<file path="src/rtl/fp_serial_seq_if.sv">
// Handshake bundle for fp_serial_seq: byte-serial operand input, byte-serial
// result output, status, and the request/acknowledge port to the FP core.
interface fp_serial_seq_if #(
    parameter int OP_WIDTH = 32,
    parameter int OPC_BITS = 2
);
    logic [7:0]          in_data;
    logic                in_valid;
    logic                start;
    logic [OPC_BITS-1:0] opcode;
    logic [7:0]          out_data;
    logic                out_valid;
    logic                out_ready;
    logic                done;
    logic                busy;
    logic                err;
    logic [3:0]          state_out;
    logic [OP_WIDTH-1:0] core_a;
    logic [OP_WIDTH-1:0] core_b;
    logic [OPC_BITS-1:0] core_op;
    logic                core_req;
    logic                core_ack;
    logic [OP_WIDTH-1:0] core_result;
    logic [4:0]          core_flags;

    modport master (
        output in_data, in_valid, start, opcode, out_ready,
               core_ack, core_result, core_flags,
        input  out_data, out_valid, done, busy, err, state_out,
               core_a, core_b, core_op, core_req
    );

    modport slave (
        input  in_data, in_valid, start, opcode, out_ready,
               core_ack, core_result, core_flags,
        output out_data, out_valid, done, busy, err, state_out,
               core_a, core_b, core_op, core_req
    );
endinterface

</file>
<file path="src/rtl/fp_serial_seq.sv">
// Byte-serial sequencer around a floating-point core: collects A/B operands,
// issues one core request, waits for the result, then streams it out.
module fp_serial_seq #(
    parameter int                        OP_WIDTH   = 32,
    parameter int                        OPC_BITS   = 2,
    parameter logic [2**OPC_BITS-1:0]    UNARY_MASK = '0,
    parameter int                        TIMEOUT    = 255
) (
    input logic            clk,
    input logic            rst,
    fp_serial_seq_if.slave bus
);

    localparam int NB = OP_WIDTH / 8;
    localparam int CW = $clog2(NB + 1);

    localparam logic [CW-1:0] CNT_LAST = CW'(NB - 1);
    localparam logic [CW-1:0] CNT_NB   = CW'(NB);
    localparam logic [CW-1:0] CNT_ONE  = CW'(1);
    localparam logic [15:0]   TMO_LAST = 16'(TIMEOUT - 1);

    localparam logic [3:0] S_IDLE   = 4'd0;
    localparam logic [3:0] S_LOAD_A = 4'd1;
    localparam logic [3:0] S_LOAD_B = 4'd2;
    localparam logic [3:0] S_EXEC   = 4'd3;
    localparam logic [3:0] S_WAIT   = 4'd4;
    localparam logic [3:0] S_UNLOAD = 4'd5;
    localparam logic [3:0] S_DONE   = 4'd6;
    localparam logic [3:0] S_ERR    = 4'd7;

    logic [3:0]          state_q, state_d;
    logic [CW-1:0]       cnt_q,   cnt_d;
    logic [15:0]         tmo_q,   tmo_d;
    logic [OP_WIDTH-1:0] a_q,     a_d;
    logic [OP_WIDTH-1:0] b_q,     b_d;
    logic [OPC_BITS-1:0] op_q,    op_d;
    logic [OP_WIDTH-1:0] res_q,   res_d;
    logic [4:0]          flg_q,   flg_d;

    // First byte received ends up in the most significant position.
    function automatic logic [OP_WIDTH-1:0] shift_in_byte(
        input logic [OP_WIDTH-1:0] r,
        input logic [7:0]          b
    );
        return {r[OP_WIDTH-9:0], b};
    endfunction

    always_comb begin
        state_d = state_q;
        cnt_d   = cnt_q;
        tmo_d   = tmo_q;
        a_d     = a_q;
        b_d     = b_q;
        op_d    = op_q;
        res_d   = res_q;
        flg_d   = flg_q;
        case (state_q)
            S_IDLE, S_ERR: begin
                if (bus.start) begin
                    op_d    = bus.opcode;
                    cnt_d   = '0;
                    a_d     = '0;
                    b_d     = '0;
                    state_d = S_LOAD_A;
                end
            end
            S_LOAD_A: begin
                if (bus.in_valid) begin
                    a_d = shift_in_byte(a_q, bus.in_data);
                    if (cnt_q == CNT_LAST) begin
                        cnt_d   = '0;
                        state_d = UNARY_MASK[op_q] ? S_EXEC : S_LOAD_B;
                    end else begin
                        cnt_d = cnt_q + CNT_ONE;
                    end
                end
            end
            S_LOAD_B: begin
                if (bus.in_valid) begin
                    b_d = shift_in_byte(b_q, bus.in_data);
                    if (cnt_q == CNT_LAST) begin
                        cnt_d   = '0;
                        state_d = S_EXEC;
                    end else begin
                        cnt_d = cnt_q + CNT_ONE;
                    end
                end
            end
            S_EXEC: begin
                tmo_d   = '0;
                state_d = S_WAIT;
            end
            S_WAIT: begin
                // An acknowledge on the final timeout cycle still wins.
                if (bus.core_ack) begin
                    res_d   = bus.core_result;
                    flg_d   = bus.core_flags;
                    cnt_d   = '0;
                    state_d = S_UNLOAD;
                end else if (tmo_q == TMO_LAST) begin
                    state_d = S_ERR;
                end else begin
                    tmo_d = tmo_q + 16'd1;
                end
            end
            S_UNLOAD: begin
                if (bus.out_ready) begin
                    if (cnt_q == CNT_NB) begin
                        cnt_d   = '0;
                        state_d = S_DONE;
                    end else begin
                        cnt_d = cnt_q + CNT_ONE;
                        res_d = {res_q[OP_WIDTH-9:0], 8'h00};
                    end
                end
            end
            S_DONE: begin
                state_d = S_IDLE;
            end
            default: begin
                state_d = S_IDLE;
            end
        endcase
    end

    always_ff @(posedge clk) begin
        if (rst) begin
            state_q <= S_IDLE;
            cnt_q   <= '0;
            tmo_q   <= '0;
            a_q     <= '0;
            b_q     <= '0;
            op_q    <= '0;
            res_q   <= '0;
            flg_q   <= '0;
        end else begin
            state_q <= state_d;
            cnt_q   <= cnt_d;
            tmo_q   <= tmo_d;
            a_q     <= a_d;
            b_q     <= b_d;
            op_q    <= op_d;
            res_q   <= res_d;
            flg_q   <= flg_d;
        end
    end

    // The top result byte is always presented; the status byte follows the NB result bytes.
    assign bus.out_valid = (state_q == S_UNLOAD);
    assign bus.out_data  = !bus.out_valid   ? 8'h00 :
                           (cnt_q == CNT_NB) ? {3'b000, flg_q} :
                                               res_q[OP_WIDTH-1 -: 8];
    assign bus.done      = (state_q == S_DONE);
    assign bus.busy      = (state_q != S_IDLE) && (state_q != S_ERR);
    assign bus.err       = (state_q == S_ERR);
    assign bus.state_out = state_q;
    assign bus.core_a    = a_q;
    assign bus.core_b    = b_q;
    assign bus.core_op   = op_q;
    assign bus.core_req  = (state_q == S_EXEC);

endmodule
</file>
<file path="src/flat_wrapper.sv">
// flat-port wrapper written by rule: the top's interface ports become plain ports
module fp_serial_seq_flat 
#(
    parameter int                        OP_WIDTH   = 32,
    parameter int                        OPC_BITS   = 2,
    parameter logic [2**OPC_BITS-1:0]    UNARY_MASK = '0,
    parameter int                        TIMEOUT    = 255
)
  (clk, rst, bus_in_data, bus_in_valid, bus_start, bus_opcode, bus_out_ready, bus_core_ack, bus_core_result, bus_core_flags, bus_out_data, bus_out_valid, bus_done, bus_busy, bus_err, bus_state_out, bus_core_a, bus_core_b, bus_core_op, bus_core_req);
  fp_serial_seq_if #(.OP_WIDTH(OP_WIDTH), .OPC_BITS(OPC_BITS)) bus_i ();
  input logic clk;
  input logic rst;
  input wire logic [$bits(bus_i.in_data)-1:0] bus_in_data;
  input wire logic [$bits(bus_i.in_valid)-1:0] bus_in_valid;
  input wire logic [$bits(bus_i.start)-1:0] bus_start;
  input wire logic [$bits(bus_i.opcode)-1:0] bus_opcode;
  input wire logic [$bits(bus_i.out_ready)-1:0] bus_out_ready;
  input wire logic [$bits(bus_i.core_ack)-1:0] bus_core_ack;
  input wire logic [$bits(bus_i.core_result)-1:0] bus_core_result;
  input wire logic [$bits(bus_i.core_flags)-1:0] bus_core_flags;
  output wire logic [$bits(bus_i.out_data)-1:0] bus_out_data;
  output wire logic [$bits(bus_i.out_valid)-1:0] bus_out_valid;
  output wire logic [$bits(bus_i.done)-1:0] bus_done;
  output wire logic [$bits(bus_i.busy)-1:0] bus_busy;
  output wire logic [$bits(bus_i.err)-1:0] bus_err;
  output wire logic [$bits(bus_i.state_out)-1:0] bus_state_out;
  output wire logic [$bits(bus_i.core_a)-1:0] bus_core_a;
  output wire logic [$bits(bus_i.core_b)-1:0] bus_core_b;
  output wire logic [$bits(bus_i.core_op)-1:0] bus_core_op;
  output wire logic [$bits(bus_i.core_req)-1:0] bus_core_req;
  assign bus_i.in_data = bus_in_data;
  assign bus_i.in_valid = bus_in_valid;
  assign bus_i.start = bus_start;
  assign bus_i.opcode = bus_opcode;
  assign bus_i.out_ready = bus_out_ready;
  assign bus_i.core_ack = bus_core_ack;
  assign bus_i.core_result = bus_core_result;
  assign bus_i.core_flags = bus_core_flags;
  assign bus_out_data = bus_i.out_data;
  assign bus_out_valid = bus_i.out_valid;
  assign bus_done = bus_i.done;
  assign bus_busy = bus_i.busy;
  assign bus_err = bus_i.err;
  assign bus_state_out = bus_i.state_out;
  assign bus_core_a = bus_i.core_a;
  assign bus_core_b = bus_i.core_b;
  assign bus_core_op = bus_i.core_op;
  assign bus_core_req = bus_i.core_req;
  fp_serial_seq #(.OP_WIDTH(OP_WIDTH), .OPC_BITS(OPC_BITS), .UNARY_MASK(UNARY_MASK), .TIMEOUT(TIMEOUT)) u_core (.clk(clk), .rst(rst), .bus(bus_i));
endmodule
</file>
<file path="config.mk">
export PLATFORM = sky130hd
export DESIGN_NAME = fp_serial_seq_flat
export DESIGN_NICKNAME = d
export VERILOG_FILES = /design/src/rtl/fp_serial_seq_if.sv /design/src/rtl/fp_serial_seq.sv /design/src/flat_wrapper.sv
export SDC_FILE = /design/constraint.sdc
export NUM_CORES = 1
export LEC_CHECK = 0
export BUFFER_PORTS_ARGS = -buffer_cell sky130_fd_sc_hd__buf_4
export CELL_PAD_IN_SITES_DETAIL_PLACEMENT = 0
export CELL_PAD_IN_SITES_GLOBAL_PLACEMENT = 2
export CORE_ASPECT_RATIO = 0.9
export CORE_MARGIN = 1.5
export CORE_UTILIZATION = 33
export DETAILED_ROUTE_END_ITERATION = 10
export PLACE_DENSITY_LB_ADDON = 0.1
export SLEW_MARGIN = 20
export SYNTH_ARGS = -nofsm -noshare
export SYNTH_HDL_FRONTEND = slang
export SYNTH_SLANG_ARGS = --single-unit
</file>
<file path="constraint.sdc">
create_clock -name clk -period 3.8 [get_ports clk]
set_input_delay 0.57 -clock clk [delete_from_list [all_inputs] [get_ports clk]]
set_output_delay 0.57 -clock clk [all_outputs]
set_load 0.05 [all_outputs]
</file>
== Word-level counts from Yosys, hierarchy flattened ==
Index checks and enable logic that the tools add are counted.

* Register bits after elaboration: 126
* Word-level logic and storage cells: 87

* Magnitude comparators: 1
* Add/sub/neg operators: 2
* Equal/unequal tests: 24
* Reduce and logical (&&, ||, !) cells: 18
* Multiplexer cells: 34

{| class="wikitable"
|+ Operators by type and width
! kind !! number
|-
| 2-to-1 mux 32 bit || 6
|-
| case mux 32 bit (2 select lines) || 3
|-
| 2-to-1 mux 4 bit || 9
|-
| 2-to-1 mux 16 bit || 2
|-
| case mux 16 bit (2 select lines) || 1
|-
| case mux 4 bit (6 select lines) || 1
|-
| 2-to-1 mux 3 bit || 6
|-
| adder 16 x 1 -> 16 bit, second input constant || 1
|-
| == test 16 x 8 -> 1 bit, second input constant || 1
|-
| == test 4 x 3 -> 1 bit, second input constant || 4
|-
| 2-to-1 mux 8 bit || 2
|-
| inequality test 2 bit, second input constant || 8
|-
| case mux 3 bit (4 select lines) || 1
|-
| AND reduction 3 bit || 3
|-
| == test 4 x 2 -> 1 bit, second input constant || 2
|-
| inequality test 2 x 1 -> 1 bit, second input constant || 4
|-
| AND reduction 8 bit || 1
|-
| nonzero test 2 bit || 4
|-
| nonzero test 4 bit || 2
|-
| AND reduction 5 bit || 1
|-
| == test 4 x 1 -> 1 bit, second input constant || 1
|-
| logical NOT 4 bit || 1
|-
| inequality test 4 x 3 -> 1 bit, second input constant || 1
|-
| AND reduction 2 bit || 2
|-
| other kinds (10) || 12
|}

== Longest topological paths before layout ==
Gate-level depths: netlist of run 1.

* Depth after elaboration: 6
* Depth in mapped cells: 8

== Worst setup path before layout of run 1 ==
No wires, ideal clock.

* Path kind: register to output
* Start: register u_core.state_q[0], in the netlist u_core.bus.state_out[0]
* End: output port bus_out_data[5]
* Arrival: 2.633 ns
* Setup slack: 0.597 ns
* Cell stages (with the launch flop): 7
* Path buffers: 3
* Path through: dfxtp_1 -> clkbuf_1 -> nand3b_1 -> inv_1 -> clkbuf_1 -> clkbuf_1 -> and3_1

* Longest elaborated chain between the ends: 2

{| class="wikitable"
|+ RTL lines
! item !! line !! RTL
|-
| start, declared || fp_serial_seq.sv:31 || <nowiki>logic [3:0] state_q, state_d;</nowiki>
|-
| start signal, assigned || fp_serial_seq.sv:137 || <nowiki>state_q <= state_d;</nowiki>
|-
| == test 4 x 3 -> 1 bit || fp_serial_seq.sv:149 || <nowiki>assign bus.out_valid = (state_q == S_UNLOAD);</nowiki>
|-
| named net bus_out_valid || flat_wrapper.sv:22 || <nowiki>output wire logic [$bits(bus_i.out_valid)-1:0] bus_out_valid;</nowiki>
|-
| 2-to-1 mux 8 bit || fp_serial_seq.sv:150 || <nowiki>assign bus.out_data = !bus.out_valid ? 8'h00 :</nowiki>
|-
| end, declared || flat_wrapper.sv:21 || <nowiki>output wire logic [$bits(bus_i.out_data)-1:0] bus_out_data;</nowiki>
|}

The timed path passes the listed nets, and every way through them passes these cells.

== Final worst setup path of run 1 ==
* Start: register u_core.state_q[1], in the netlist u_core.bus.state_out[1]
* End: output port bus_out_data[7]

* Longest elaborated chain between the ends: 2

{| class="wikitable"
|+ RTL lines
! item !! line
|-
| == test 4 x 3 -> 1 bit || fp_serial_seq.sv:149
|-
| 2-to-1 mux 8 bit || fp_serial_seq.sv:150
|}

No other way between the ends.

==> results of run 1 <==
[final cells by class]
cell class	count	area (µm²)	area share, %
clock buffers	19	443	6.41
clock inverters	13	141	2.05
inverters	10	37.5	0.543
multi-input cells	438	2450	35.5
flip-flops and latches	125	2500	36.2
well taps	202	253	3.66
repair buffers	144	1080	15.6
[final timing paths]
check | from | endpoint | slack (ns) | cells after the start
worst max-delay path | u_core.bus.state_out[1] | bus_out_data[7] | 0.83 | 5
worst min-delay path | bus_opcode[1] | u_core.bus.core_op[1] | 0.39 | 3
worst max register to register | u_core.bus.state_out[2] | u_core.res_q[14] | 0.88 | 6
worst min register to register | u_core.res_q[6] | u_core.res_q[6] | 0.45 | 2
[synth_stat cells (all sizes together) (3+ instances only)]
| cell | number | area [µm²] |
|---|---|---|
| or4 | 4 | 33.8 |
| a22oi | 64 | 480 |
| nand2b | 5 | 31.3 |
| and2 | 3 | 18.8 |
| nand3 | 23 | 115 |
| mux2i | 6 | 60.1 |
| a311oi | 25 | 219 |
| o211ai | 3 | 22.5 |
| a31oi | 4 | 25.0 |
| nand3b | 4 | 30.0 |
| nand2 | 89 | 334 |
| inv | 9 | 33.8 |
| ha | 6 | 75.1 |
| a211oi | 3 | 22.5 |
| dfxtp | 125 | 2500 |
| buf | 10 | 85.1 |
| o21ai | 10 | 50.1 |
| nand4 | 4 | 25.0 |
| nor2 | 110 | 413 |
| nor3 | 8 | 40.0 |
| and3 | 6 | 37.5 |
| clkbuf | 40 | 150 |
| a21oi | 35 | 175 |
[report_power, final]
group,switching [W],internal [W]
Combinational,0.000464,0.000231
Sequential,0.0000832,0.00136
Clock,0.000604,0.000985
[worst reg2reg max path, stage by stage (launching register included)]
cell and delay, ns:
dfxtp_1 0.66, or3b_1 0.65, nor2_1 0.17, buf_4 0.23, a31o_2 0.74, nor2_1 0.10
a311oi_1 0.27
[cell families after synthesis]
kind of cell | after synthesis | share of synthesized area, %
simple gates | 268 | 22.6
other cells | 1 | 0.0719
compound gates | 153 | 20.6
flops | 125 | 48.0
mux | 8 | 1.58
xor+xnor | 2 | 0.336
fa+ha+maj | 6 | 1.44
buf+inv | 61 | 5.42
[state kept, by name, indices dropped and copies added (netlist names)]
signal,count
u_core.bus.state_out,3
u_core.flg_q,5
u_core.tmo_q,16
u_core.cnt_q,3
u_core.bus.core_b,32
u_core.res_q,32
u_core.bus.core_a,32
u_core.bus.core_op,2
[metal layers]
layer  vias up  GRT usage [%]  routed length [µm]
met1      2310           22.7                6760
li1       2438              -                   -
met2       141           27.5                6680
met3        15           6.94                1120
met4         0           6.92                 186
met5         -              0                   0
[through the flow]
step                      util (%)  hold WS [ns]  total power (W)
after floorplan                  -         0.432          0.00197
after global placement        40.9         0.441          0.00216
after detailed placement      41.0         0.446          0.00217
after CTS                     44.8         0.372          0.00378
after global routing          44.8         0.386          0.00391
final                         44.8         0.390          0.00373
==> summary.md, run 1 <==
| Metric | Value |
|---|---|
| Fin crit period | `approximately 3.0 ns` |
| Critical-path cell list | `nand3b_1 > buf_4 > inv_1 > and3_1 > buf_4` |
| CP delay by family, top | `flip-flops` |
| Final instance area | `6910 µm²` |
| Critical-path cell with the highest stage delay | `dfxtp_1` |
| Routed Wire Length | `roughly 15000 µm` |
| Max-slew violation count | `0` |
| Nets | `a little under 800` |
| Postcts setup bufs | `0` |
| Placed instance count | `919` |
| Synth Cell Area | `around 5200 µm²` |
| Initial antenna violation count | `0` |
| Final hold viol count | `0` |
| Commonest non-fill, non-tap cell in the layout | `buf_4` |
| Async SR Flop Fraction | `0%` |
| Routability cong. | `roughly 0.8` |
| Fin crit share | `between 70% and 80%` |
| YS warnings | `0` |
| First-pass DRT Iterations | `5` |
| ANT cells | `0` |
| GR Util All Layers | `between 15 and 20%` |
| Rel. slew slack | `a little under 40%` |
| Root Buffer | `clkbuf_16` |
| Initial core utilization | `between 30% and 40%` |
| Worst-path maximum fanout | `23` |
| I/O pin count | `136` |
| Count of distinct cell types in the synthesized netlist | `between 40 and 50` |
| Largest buffer count on any clock path | `2` |
| DRC | `0` |
| Die H | `between 100 and 150 µm` |
| Core ar. | `15400 µm²` |
| Run status | `finished clean` |
| Layout cell share with drive strength beyond 1 | `around a quarter` |
| Req. time, crit path | `approximately 3.2 ns` |
| Area growth syn-to-layout | `32.4%` |
| Crit path DAT | `~2.4 ns` |
| Commonest cells after routing, fill and taps aside | `buf_4 (144), dfxtp_1 (125), nor2_1 (110), nand2_1 (89), a22oi_1 (64)` |
| Fmax | `about 340 MHz` |
| Setup Viol. Count Final | `0` |
| HP Class | `in -> reg` |
| PwrDens | `around 540 nW/µm²` |
| Slowest stage delay, CP | `a little under 0.8 ns` |
| # clock sinks | `125` |
| DIE AREA | `roughly 17000 µm²` |
| Die Width | `between 100 and 150 µm` |
| Most frequent CP cell | `buf_4` |
| # rows | `43` |
| Most used DFF post-synth | `dfxtp_1` |
| Setup WS pre-CTS | `between 0.8 and 0.9 ns` |
| Synth Register Bits | `around 130` |
| Number of fill cells in the layout | `roughly 1600` |
| DP Wirelength | `9940 µm` |
| Grt ovf | `0` |
| Crit end category | `output port` |
| Number of synthesized flops with an enable pin | `0` |
| Fin Setup TNS | `0 ns` |
| Maximum capacitance violations | `0` |
| Final worst slack | `0.828 ns` |
| Vias in the first global route | `4623` |
| Clk Latency, worst-skew pair | `between 0.4 and 0.5 ns` |
| Syn Area/Cell | `8.36 µm²` |
| First-pass GRT wire length | `23100 µm` |
| IO Port Bufs | `approximately 130` |
| Total CTS buffers | `17` |
| Synth Net Count | `slightly below 700` |
| Initial drt markers | `278` |
| CTS tree | `yes` |
| Routed length per instance | `15.5 µm` |
| Number of hold buffers added after cts | `0` |
| Final worst clock skew | `0.00800 ns` |
| Final ANT Viol Nets | `0` |
| Vias post-DR | `4904` |
| Vias/cell | `about 5.2` |
| WP buf/inv | `3` |
| Leakage power | `approximately 2.7 nW` |
| Post-CTS sizing | `0` |
| RSZ-0062 raised after global routing | `no` |
| Placed inst area | `6330 µm²` |
| Sequential area share after synthesis | `48.0%` |
| Worst slew pin tran | `between 0.9 and 1 ns` |
| Maximum vdd drop | `0.356 mV` |
| Setup CP Type | `reg -> out` |
| Clk pin slew, worst setup/hold paths | `approximately 0.06 ns` |
| CP Launch Type | `register` |
| Post-Syn Instances | `roughly 620` |
| CTS H-tree depth | `4` |
| Largest net degree at the start of global routing | `67` |
| Non-filler cells, final | `951` |
Power figures use the tool's default switching activity.
==> run 2: changes to the inputs <==
Settings changed: CORE_UTILIZATION 33 to 27.
Clock period 3.8 ns to 2.4 ns, I/O delays scaled along.
==> run 2 against run 1 <==
Effect of this change:
- wire length up 8.2%
- global-route usage down 1.8 points
- non-clock buffer count up 19
- final cell count up 7.0%
- design area up 4.4%
- register-to-register slack worse by 0.82 ns
- critical path depth unchanged
- clock power up 70%
- setup slack worse by 0.76 ns
==> summary.md, run 2 (synthesis gave the netlist of run 1 again) <==
| Metric | Value |
|---|---|
| Largest net degree at the start of global routing | `67` |
| Initial drt markers | `between 200 and 250` |
| Sequential share of power | `a little over a third` |
| # rows | `48` |
| Maximum capacitance violations | `0` |
| Crit path launch | `u_core.tmo_q[15]` |
| First-pass DRT Iterations | `5` |
| ANT cells | `0` |
| DRC | `0` |
| IO Port Bufs | `between 100 and 150` |
| Setup Viol. Count Final | `0` |
| Clock share of power | `between 40% and 50%` |
| PwrDens | `approximately 850 nW/µm²` |
| Rel. slew slack | `37.5%` |
| Fin Setup TNS | `0 ns` |
| Vias in the first global route | `~4800` |
| Core ar. | `about 19000 µm²` |
| CTS tree | `yes` |
| Max-slew violation count | `0` |
| Run status | `finished clean` |
| Die Width | `between 100 and 150 µm` |
| CTS H-tree depth | `4` |
| Total CTS buffers | `17` |
| Nets | `~810` |
| Final worst clock skew | `approximately 0.010 ns` |
| # clock sinks | `~130` |
| CP Launch Type | `register` |
| GR Util All Layers | `16.1%` |
| Clk Latency, worst-skew pair | `roughly 0.42 ns` |
| Routed length per instance | `between 15 and 20 µm` |
| I/O pin count | `about 140` |
| Crit end category | `register` |
| RSZ-0062 raised after global routing | `no` |
| Net Sw Frac | `between 30% and 40%` |
| Setup CP Type | `reg -> reg` |
| Final instance area | `7220 µm²` |
| Grt ovf | `0` |
| Vias/cell | `4.86` |
| Area growth syn-to-layout | `38.3%` |
| Setup crit end | `u_core.bus.state_out[1]` |
| Routability cong. | `0.760` |
| Die H | `~130 µm` |
| Req. time, crit path | `2.74 ns` |
| Int Power | `0.00425 W` |
| Reg-to-Reg Start | `u_core.tmo_q[15]` |
| Largest buffer count on any clock path | `2` |
| Commonest cells after routing, fill and taps aside | `buf_4 (157), dfxtp_1 (123), nor2_1 (108), nand2_1 (89), a22oi_1 (64)` |
| Final ANT Viol Nets | `0` |
| Vias post-DR | `a little under 5000` |
| Worst slew pin tran | `0.933 ns` |
| Layout Utilization | `between 30% and 40%` |
| Layout cell share with drive strength beyond 1 | `28.3%` |
| Final Power | `0.00617 W` |
| Crit path DAT | `approximately 2.7 ns` |
| Clk pin slew, worst setup/hold paths | `~0.060 ns` |
| HP Class | `in -> reg` |
| DP Wirelength | `~11000 µm` |
| Root Buffer | `clkbuf_16` |
| Routed Wire Length | `around 16000 µm` |
| Commonest non-fill, non-tap cell in the layout | `buf_4` |
| Leakage power | `approximately 2.8 nW` |
| Fin crit share | `a little under 100%` |
| Worst-path maximum fanout | `3` |
| Comb power frac | `20.0%` |
| Worst r2r path cells | `5` |
| Switching power | `around 0.0019 W` |
| Initial antenna violation count | `0` |
| Reg2reg end | `u_core.bus.state_out[1]` |
| R2R setup slack | `about 0.063 ns` |
| Final hold viol count | `0` |
| Placed inst area | `6540 µm²` |
| First-pass GRT wire length | `~25000 µm` |
| Fin crit period | `2.34 ns` |
| Fmax | `approximately 430 MHz` |
| Initial core utilization | `between 20% and 30%` |
| Maximum vdd drop | `roughly 0.47 mV` |
| DIE AREA | `just over 20000 µm²` |
## run 2: cell count changes in the layout (fill, tap and decap cells not counted), sizes merged
cell,change
bufinv,+1
clkinvlp,-1
clkinv,-1
clkbuf,-1
buf,+19
inv,+2
## run 2: routing by layer
metal  wire length, µm  share of wire [%]  vias up  global-route usage (%)
met1              7290                 46     2340                    20.5
li1                  -                  -     2486                       -
met4               145               0.91        0                    4.95
met5                 0                  0        -                       0
met2              7260                 46      117                    24.6
met3              1260                7.9        9                    6.79
## run 2: per-stage QoR
step / setup slack [ns] / std cells / hold WS, ns
finish: 0.0634 / 1018 / 0.179
global route: 0.000344 / 1018 / 0.168
CTS: 0.00778 / 1018 / 0.159
detailed placement: 0.00892 / 984 / 0.445
global placement: 0.0591 / 984 / 0.441
floorplan: -0.0764 / 624 / 0.432
## run 2: worst max-delay path: stages, from the launching register on
cell and delay (ns):
dfxtp_1 0.33, or4_4 0.55, or4_4 0.55, and2_1 0.21, or4_1 0.50, a21oi_1 0.14
## run 2: power by group through the flow
| stage | clock (W) | sequential, W | combinational, W |
|---|---|---|---|
| after floorplan | 0 | 0.00240 | 0.000716 |
| after global placement | 0 | 0.00227 | 0.00121 |
| after detailed placement | 0 | 0.00227 | 0.00123 |
| after CTS | 0.00278 | 0.00223 | 0.00124 |
| after global routing | 0.00288 | 0.00224 | 0.00135 |
| final | 0.00271 | 0.00223 | 0.00123 |
## run 2: worst min-delay path by stage
stage | startpoint | to | slack [ns] | depth (start not counted)
2_1_floorplan | u_core.tmo_q[15] | u_core.tmo_q[15] | 0.43 | 1
3_3_place_gp | u_core.res_q[4] | u_core.res_q[4] | 0.44 | 2
3_5_place_dp | u_core.res_q[2] | u_core.res_q[2] | 0.44 | 2
4_1_cts | bus_opcode[1] | u_core.bus.core_op[1] | 0.16 | 3
5_1_grt | bus_opcode[1] | u_core.bus.core_op[1] | 0.17 | 3
6_report | bus_opcode[1] | u_core.bus.core_op[1] | 0.18 | 3
## run 2: final cells by class
cell class	count	area [µm²]
fillers	1976	11800
flip-flops and latches	125	2500
multi-input cells	438	2470
repair buffers	163	1270
clock buffers	18	439
well taps	250	313
clock inverters	14	183
inverters	10	37.5
## run 2: timing repair
| action | CTS | global route |
|---|---|---|
| setup endpoints to repair | 1 | 16 |
| pin swaps | 0 | 1 |
| gates cloned | 1 | 0 |
| resized for setup | 1 | 9 |
| hold buffers | 0 | 0 |
| setup buffers | 1 | 0 |
